===== config.mk =====
export PLATFORM = sky130hd
export DESIGN_NAME = mem_port_arbiter_flat
export DESIGN_NICKNAME = d
export VERILOG_FILES = /design/src/rtl/mem_port_arbiter_if.sv /design/src/rtl/mem_port_arbiter.sv /design/src/flat_wrapper.sv
export SDC_FILE = /design/constraint.sdc
export NUM_CORES = 1
export LEC_CHECK = 0
export CAP_MARGIN = 30
export CORE_AREA = 5 5 116 118
export DETAILED_ROUTE_END_ITERATION = 10
export DIE_AREA = 0 0 121 123
export PLACE_DENSITY_LB_ADDON = 0.05
export SLEW_MARGIN = 10
export SYNTH_ARGS = -nofsm -noshare
export SYNTH_HDL_FRONTEND = slang
export SYNTH_SLANG_ARGS = --single-unit
export TNS_END_PERCENT = 1

===== constraint.sdc =====
create_clock -name CLK -period 2.4 [get_ports CLK]
set_input_delay 0.24 -clock CLK [delete_from_list [all_inputs] [get_ports CLK]]
set_output_delay 0.24 -clock CLK [all_outputs]
set_load 0.02 [all_outputs]

===== src/rtl/mem_port_arbiter_if.sv =====
// Bundles the fetch port, data port, memory-macro port and status outputs of mem_port_arbiter.
// The master modport is the pipeline/memory side; the slave modport is the arbiter.
interface mem_port_arbiter_if;
  logic        I_REQ;
  logic [31:0] I_ADDR;
  logic        I_GNT;
  logic        I_RVALID;
  logic [31:0] I_RDATA;

  logic        D_REQ;
  logic        D_WE;
  logic [1:0]  D_SIZE;
  logic [31:0] D_ADDR;
  logic [31:0] D_WDATA;
  logic        D_GNT;
  logic        D_RVALID;
  logic [31:0] D_RDATA;

  logic        M_EN;
  logic        M_WE;
  logic [1:0]  M_SIZE;
  logic [31:0] M_ADDR;
  logic [31:0] M_WDATA;
  logic [31:0] M_RDATA;

  logic        STALL_IF;
  logic [31:0] CONFLICT_CNT;

  modport master (
    output I_REQ, I_ADDR,
    input  I_GNT, I_RVALID, I_RDATA,
    output D_REQ, D_WE, D_SIZE, D_ADDR, D_WDATA,
    input  D_GNT, D_RVALID, D_RDATA,
    input  M_EN, M_WE, M_SIZE, M_ADDR, M_WDATA,
    output M_RDATA,
    input  STALL_IF, CONFLICT_CNT
  );

  modport slave (
    input  I_REQ, I_ADDR,
    output I_GNT, I_RVALID, I_RDATA,
    input  D_REQ, D_WE, D_SIZE, D_ADDR, D_WDATA,
    output D_GNT, D_RVALID, D_RDATA,
    output M_EN, M_WE, M_SIZE, M_ADDR, M_WDATA,
    input  M_RDATA,
    output STALL_IF, CONFLICT_CNT
  );
endinterface


===== src/rtl/mem_port_arbiter.sv =====
// Fetch/data arbiter for a single-ported synchronous-read memory, with bounded fetch starvation
// and a one-cycle read-return owner so each read result goes back to the stage that issued it.
module mem_port_arbiter #(
  parameter int MAX_WAIT = 4
) (
  input logic              CLK,
  input logic              RST,
  mem_port_arbiter_if.slave bus
);

  localparam int WAIT_W = (MAX_WAIT < 8) ? 3 : $clog2(MAX_WAIT + 1);
  localparam logic [WAIT_W-1:0] WAIT_MAX = WAIT_W'(MAX_WAIT);

  typedef enum logic [1:0] {
    OWN_NONE,
    OWN_IF,
    OWN_MEM
  } owner_e;

  owner_e            rd_owner_q, rd_owner_d;
  logic [WAIT_W-1:0] wait_cnt_q, wait_cnt_d;
  logic [31:0]       conflict_cnt_q, conflict_cnt_d;
  logic              conflict;
  logic              i_gnt;
  logic              d_gnt;

  assign conflict = bus.I_REQ & bus.D_REQ;

  // Data wins a conflict until fetch has lost MAX_WAIT in a row; nothing is granted in reset.
  always_comb begin
    i_gnt = 1'b0;
    d_gnt = 1'b0;
    if (!RST) begin
      if (conflict) begin
        if (wait_cnt_q < WAIT_MAX) begin
          d_gnt = 1'b1;
        end else begin
          i_gnt = 1'b1;
        end
      end else if (bus.I_REQ) begin
        i_gnt = 1'b1;
      end else if (bus.D_REQ) begin
        d_gnt = 1'b1;
      end
    end
  end

  always_comb begin
    wait_cnt_d     = '0;
    rd_owner_d     = OWN_NONE;
    conflict_cnt_d = conflict_cnt_q;

    if (conflict && d_gnt) begin
      wait_cnt_d = wait_cnt_q + WAIT_W'(1);
    end

    if (i_gnt) begin
      rd_owner_d = OWN_IF;
    end else if (d_gnt && !bus.D_WE) begin
      rd_owner_d = OWN_MEM;
    end

    if (conflict && (conflict_cnt_q != 32'hFFFF_FFFF)) begin
      conflict_cnt_d = conflict_cnt_q + 32'd1;
    end
  end

  always_ff @(posedge CLK) begin
    if (RST) begin
      wait_cnt_q     <= '0;
      rd_owner_q     <= OWN_NONE;
      conflict_cnt_q <= '0;
    end else begin
      wait_cnt_q     <= wait_cnt_d;
      rd_owner_q     <= rd_owner_d;
      conflict_cnt_q <= conflict_cnt_d;
    end
  end

  // A return still in flight when reset arrives is masked rather than delivered.
  always_comb begin
    bus.I_GNT        = i_gnt;
    bus.D_GNT        = d_gnt;
    bus.STALL_IF     = bus.I_REQ & ~i_gnt;
    bus.CONFLICT_CNT = conflict_cnt_q;

    bus.M_EN    = 1'b0;
    bus.M_WE    = 1'b0;
    bus.M_SIZE  = 2'b00;
    bus.M_ADDR  = '0;
    bus.M_WDATA = '0;
    if (i_gnt) begin
      bus.M_EN   = 1'b1;
      bus.M_SIZE = 2'b10;
      bus.M_ADDR = bus.I_ADDR;
    end else if (d_gnt) begin
      bus.M_EN    = 1'b1;
      bus.M_WE    = bus.D_WE;
      bus.M_SIZE  = bus.D_SIZE;
      bus.M_ADDR  = bus.D_ADDR;
      bus.M_WDATA = bus.D_WDATA;
    end

    bus.I_RVALID = (rd_owner_q == OWN_IF) && !RST;
    bus.D_RVALID = (rd_owner_q == OWN_MEM) && !RST;
    bus.I_RDATA  = bus.I_RVALID ? bus.M_RDATA : 32'd0;
    bus.D_RDATA  = bus.D_RVALID ? bus.M_RDATA : 32'd0;
  end

endmodule


===== src/flat_wrapper.sv =====
// flat-port wrapper written by rule: the top's interface ports become plain ports
module mem_port_arbiter_flat 
#(
  parameter int MAX_WAIT = 4
)
  (CLK, RST, bus_I_REQ, bus_I_ADDR, bus_I_GNT, bus_I_RVALID, bus_I_RDATA, bus_D_REQ, bus_D_WE, bus_D_SIZE, bus_D_ADDR, bus_D_WDATA, bus_D_GNT, bus_D_RVALID, bus_D_RDATA, bus_M_EN, bus_M_WE, bus_M_SIZE, bus_M_ADDR, bus_M_WDATA, bus_M_RDATA, bus_STALL_IF, bus_CONFLICT_CNT);
  mem_port_arbiter_if bus_i ();
  input logic CLK;
  input logic RST;
  input wire logic [$bits(bus_i.I_REQ)-1:0] bus_I_REQ;
  input wire logic [$bits(bus_i.I_ADDR)-1:0] bus_I_ADDR;
  output wire logic [$bits(bus_i.I_GNT)-1:0] bus_I_GNT;
  output wire logic [$bits(bus_i.I_RVALID)-1:0] bus_I_RVALID;
  output wire logic [$bits(bus_i.I_RDATA)-1:0] bus_I_RDATA;
  input wire logic [$bits(bus_i.D_REQ)-1:0] bus_D_REQ;
  input wire logic [$bits(bus_i.D_WE)-1:0] bus_D_WE;
  input wire logic [$bits(bus_i.D_SIZE)-1:0] bus_D_SIZE;
  input wire logic [$bits(bus_i.D_ADDR)-1:0] bus_D_ADDR;
  input wire logic [$bits(bus_i.D_WDATA)-1:0] bus_D_WDATA;
  output wire logic [$bits(bus_i.D_GNT)-1:0] bus_D_GNT;
  output wire logic [$bits(bus_i.D_RVALID)-1:0] bus_D_RVALID;
  output wire logic [$bits(bus_i.D_RDATA)-1:0] bus_D_RDATA;
  output wire logic [$bits(bus_i.M_EN)-1:0] bus_M_EN;
  output wire logic [$bits(bus_i.M_WE)-1:0] bus_M_WE;
  output wire logic [$bits(bus_i.M_SIZE)-1:0] bus_M_SIZE;
  output wire logic [$bits(bus_i.M_ADDR)-1:0] bus_M_ADDR;
  output wire logic [$bits(bus_i.M_WDATA)-1:0] bus_M_WDATA;
  input wire logic [$bits(bus_i.M_RDATA)-1:0] bus_M_RDATA;
  output wire logic [$bits(bus_i.STALL_IF)-1:0] bus_STALL_IF;
  output wire logic [$bits(bus_i.CONFLICT_CNT)-1:0] bus_CONFLICT_CNT;
  assign bus_i.I_REQ = bus_I_REQ;
  assign bus_i.I_ADDR = bus_I_ADDR;
  assign bus_I_GNT = bus_i.I_GNT;
  assign bus_I_RVALID = bus_i.I_RVALID;
  assign bus_I_RDATA = bus_i.I_RDATA;
  assign bus_i.D_REQ = bus_D_REQ;
  assign bus_i.D_WE = bus_D_WE;
  assign bus_i.D_SIZE = bus_D_SIZE;
  assign bus_i.D_ADDR = bus_D_ADDR;
  assign bus_i.D_WDATA = bus_D_WDATA;
  assign bus_D_GNT = bus_i.D_GNT;
  assign bus_D_RVALID = bus_i.D_RVALID;
  assign bus_D_RDATA = bus_i.D_RDATA;
  assign bus_M_EN = bus_i.M_EN;
  assign bus_M_WE = bus_i.M_WE;
  assign bus_M_SIZE = bus_i.M_SIZE;
  assign bus_M_ADDR = bus_i.M_ADDR;
  assign bus_M_WDATA = bus_i.M_WDATA;
  assign bus_i.M_RDATA = bus_M_RDATA;
  assign bus_STALL_IF = bus_i.STALL_IF;
  assign bus_CONFLICT_CNT = bus_i.CONFLICT_CNT;
  mem_port_arbiter #(.MAX_WAIT(MAX_WAIT)) u_core (.CLK(CLK), .RST(RST), .bus(bus_i));
endmodule

==> impl_metrics.toml <==
[status]
status = "complete, no violations"

[flow_run]
maxCapViolCount = 0

[place]
dpl.hpwl_um = 13390
placed_cell_area_um2 = 6305
dp_slack_ns = -0.08665
io_buffers = 303
routabilityCongestion = 0.7755

[timing]
drv_slew = 0
fmax_mhz = 432.2
setup_viol = 0
whs_ns = 0.4390
rsz0062_at_grt = "no"
slew_headroom_pct = 68.82
fin_skew_ns = 0.006438
tightest_slew_ns = 0.4660
fin_crit_sh_pct = 96.40
fin_crit_ns = 2.314
fin_tns_setup_ns = 0
worst_slack_ns = 0.08636
hold_viol = 0

[worst_setup_path]
worstRegToRegCells = 6
cp_slowest_cell = "clkdlybuf4s50_1"
end_kind = "output pin"
timing.rr.end = "u_core.bus.CONFLICT_CNT[20]$_SDFFE_PP0P_"
worstPathCellList = "clkdlybuf4s50_1, buf_4, a211oi_4, buf_12, and2_1, clkdlybuf4s50_1"
critPathLaunchType = "input pin"
cpPeakStageDelay_ns = 0.64
r2r_start = "u_core.bus.CONFLICT_CNT[0]$_SDFFE_PP0P_"
r2r_slack_ns = 0.24
critPathRequiredTime_ns = 2.16
worstPathMaxFanout = 11
criticalPathCategory = "input pin to output pin"
cp_common_cell = "clkdlybuf4s50_1"
cp_data_arrival_time_ns = 2.07

[pwr]
p_leak_nw = 3.720
vdd_ir_drop_max_mv = 0.2164
powerDensity_nw_per_um2 = 287.0

[cells_and_area]
nFillCells = 1186
seq_area_um2 = 742.0
final_nets = 819
antenna_cells = 0
design_area_um2 = 6529
multi_input_area_um2 = 2031
layout-drive-gt1-share_pct = 8.346
areaGrowthSynthToFinish_pct = 126.2

[die]
coreArea_um2 = 12360
dieArea_um2 = 14880
ios = 304
num_rows = 41
die_x_um = 121
start_util_pct = 23.35
die_h_um = 123

[cts]
htreeDepth = 2
clk_latency_ns = 0.28
cts-root-buf = "clkbuf_16"
cts_setup_buffers = 0
cts_buffers = 5
clkTransAtPathRegs_ns = 0.05
clk_path_buf_depth = 2
cts_tree = "yes"
clkSinkCount = 37

[global_routing]
globalRoute.totalOverflow = 0
antenna_found_initial = 0
track_usage_pct = 19.28
grt_max_degree = 34
grt_pass1_wl_um = 22300
grt_pass1_vias = 3991

[yosys]
synth_fa_ha_area_share_pct = 0.8669
synthTopCellsByCount = "and2_1, dfxtp_1, a22o_1"
synth.top_cell.area_share_pct = 25.66
synthCells = 374
avgSynthCellArea_um2 = 7.718
synth_top_cell_by_area = "dfxtp_1"
ys_async_sr_fraction_pct = 0
muxShareOfSynthArea_pct = 1.951
synth-xor-area-share_pct = 0.3034
synth-edff-count = 0
yosys_warnings = 0
synth_compound_area_share_pct = 21.63
synth-seq-cells = 37
seq_area_frac_synth_pct = 25.66
synth_top_family_by_area = "simple AND/OR/NAND/NOR gates"
synth_nets = 511
synth_area_um2 = 2887
synthMostInstantiatedCell = "and2_1"
synthSimpleGateAreaFrac_pct = 44.52
synth.area.top_cells = "dfxtp_1, and2_1, a22o_1, a21oi_1, or4_1"
synth_cell_type_count = 41
synth_flop_cell = "dfxtp_1"

[routing]
drc_errors = 0
drtAntennaViolNets = 0
first_pass_iters = 4
drt-initial-drc-count = 180
wl_per_cell_um = 18.69
totalWireLength_um = 15980
viasPerCell = 4.732
vias = 4046

[min_path]
hp-start = "u_core.wait_cnt_q[0]$_SDFF_PP0_"
whs_path_depth = 1
hp-class = "flop to flop"
hold_end = "u_core.wait_cnt_q[0]$_SDFF_PP0_"
-- timing repair --
item | 4_1_cts | 5_1_grt
resized for setup | 59 | 65
setup endpoints to repair | 59 | 66
cloned | 0 | 0
hold buffers | 0 | 0
-- state kept, by name, indices dropped and copies added, names as in the netlist --
name	flops
u_core.bus.CONFLICT_CNT	32
u_core.rd_owner_q	2
u_core.wait_cnt_q	3
-- how the worst max path moves through the flow --
stage / startpoint / to / slack, ns / cells past startpoint
CTS: RST / bus_M_ADDR[5] / 0.0002 / 7
global placement: RST / bus_M_ADDR[17] / -0.07 / 7
floorplan: u_core.bus.CONFLICT_CNT[27]$_SDFFE_PP0P_ / u_core.bus.CONFLICT_CNT[7]$_SDFFE_PP0P_ / 0.23 / 8
detailed placement: RST / bus_M_ADDR[17] / -0.09 / 7
finish: RST / bus_M_WDATA[22] / 0.09 / 6
global route: RST / bus_D_GNT / 0.007 / 6
-- final cells by class --
cell class / count / area share, %
clock buffers: 8 / 2.089
inverters: 4 / 0.2300
multi-input cells: 304 / 31.10
flip-flops and latches: 37 / 11.36
well taps: 172 / 3.296
repair buffers: 330 / 51.92
-- cell usage in the layout, fill, tap and decap left out, types with 3 or more instances in the layout --
| cell type | n |
|---|---|
| clkdlybuf4s50_1 | 172 |
| or3_1 | 10 |
| buf_12 | 7 |
| o21ai_0 | 11 |
| nand3_1 | 11 |
| a22o_1 | 32 |
| nor4_1 | 9 |
| o31ai_1 | 12 |
| nor2b_1 | 6 |
| buf_4 | 28 |
| nand4_1 | 11 |
| mux2_2 | 5 |
| dlygate4sd2_1 | 59 |
| clkbuf_16 | 5 |
| inv_1 | 4 |
| a21oi_1 | 23 |
| nand2_1 | 13 |
| nor2_1 | 12 |
| dlymetal6s2s_1 | 64 |
| and4_1 | 5 |
| or4_1 | 15 |
| clkbuf_1 | 3 |
| dfxtp_1 | 36 |
| and2_1 | 101 |
| or2_2 | 3 |
-- cells by family (layout without fill, tap and decap cells) --
family	after synthesis	in the layout
AND/OR/NAND/NOR	208	208
multiplexers	5	5
buffers and inverters	33	342
adder cells (fa/ha/maj)	2	2
AO/OA/AOI/OAI	88	88
XOR/XNOR	1	1
flip-flops	37	37
-- where the power goes --
group / leakage [nW] / switching (mW) / total (mW) / internal (mW)
logic: 3.36 / 0.257 / 0.616 / 0.359
registers: 0.299 / 0.00372 / 0.623 / 0.619
clock network: 0.0652 / 0.249 / 0.636 / 0.386
-- per-layer routing --
layer | track usage [%] | part of all wire [%] | vias up
met5 | 0 | 0 | -
met4 | 3.824 | 1.5 | 0
met3 | 7.502 | 8.8 | 15
met2 | 34.84 | 51 | 179
met1 | 21.62 | 39 | 1871
li1 | - | - | 1981
-- through the flow --
stage          util (%)  total power [mW]  instances
2_1_floorplan         -            0.8496        374
3_3_place_gp      51.00             1.291        847
3_5_place_dp      51.00             1.295        847
4_1_cts           51.50             1.897        855
5_1_grt           52.81             1.953        855
6_report          52.81             1.874        855
-- critical path: cells and delay by family --
kind,cells,cell delay [ns]
compound gates,1,0.19
buf+inv,4,1.48
simple gates,1,0.15
Note: power is estimated with default switching activity, not from simulation.
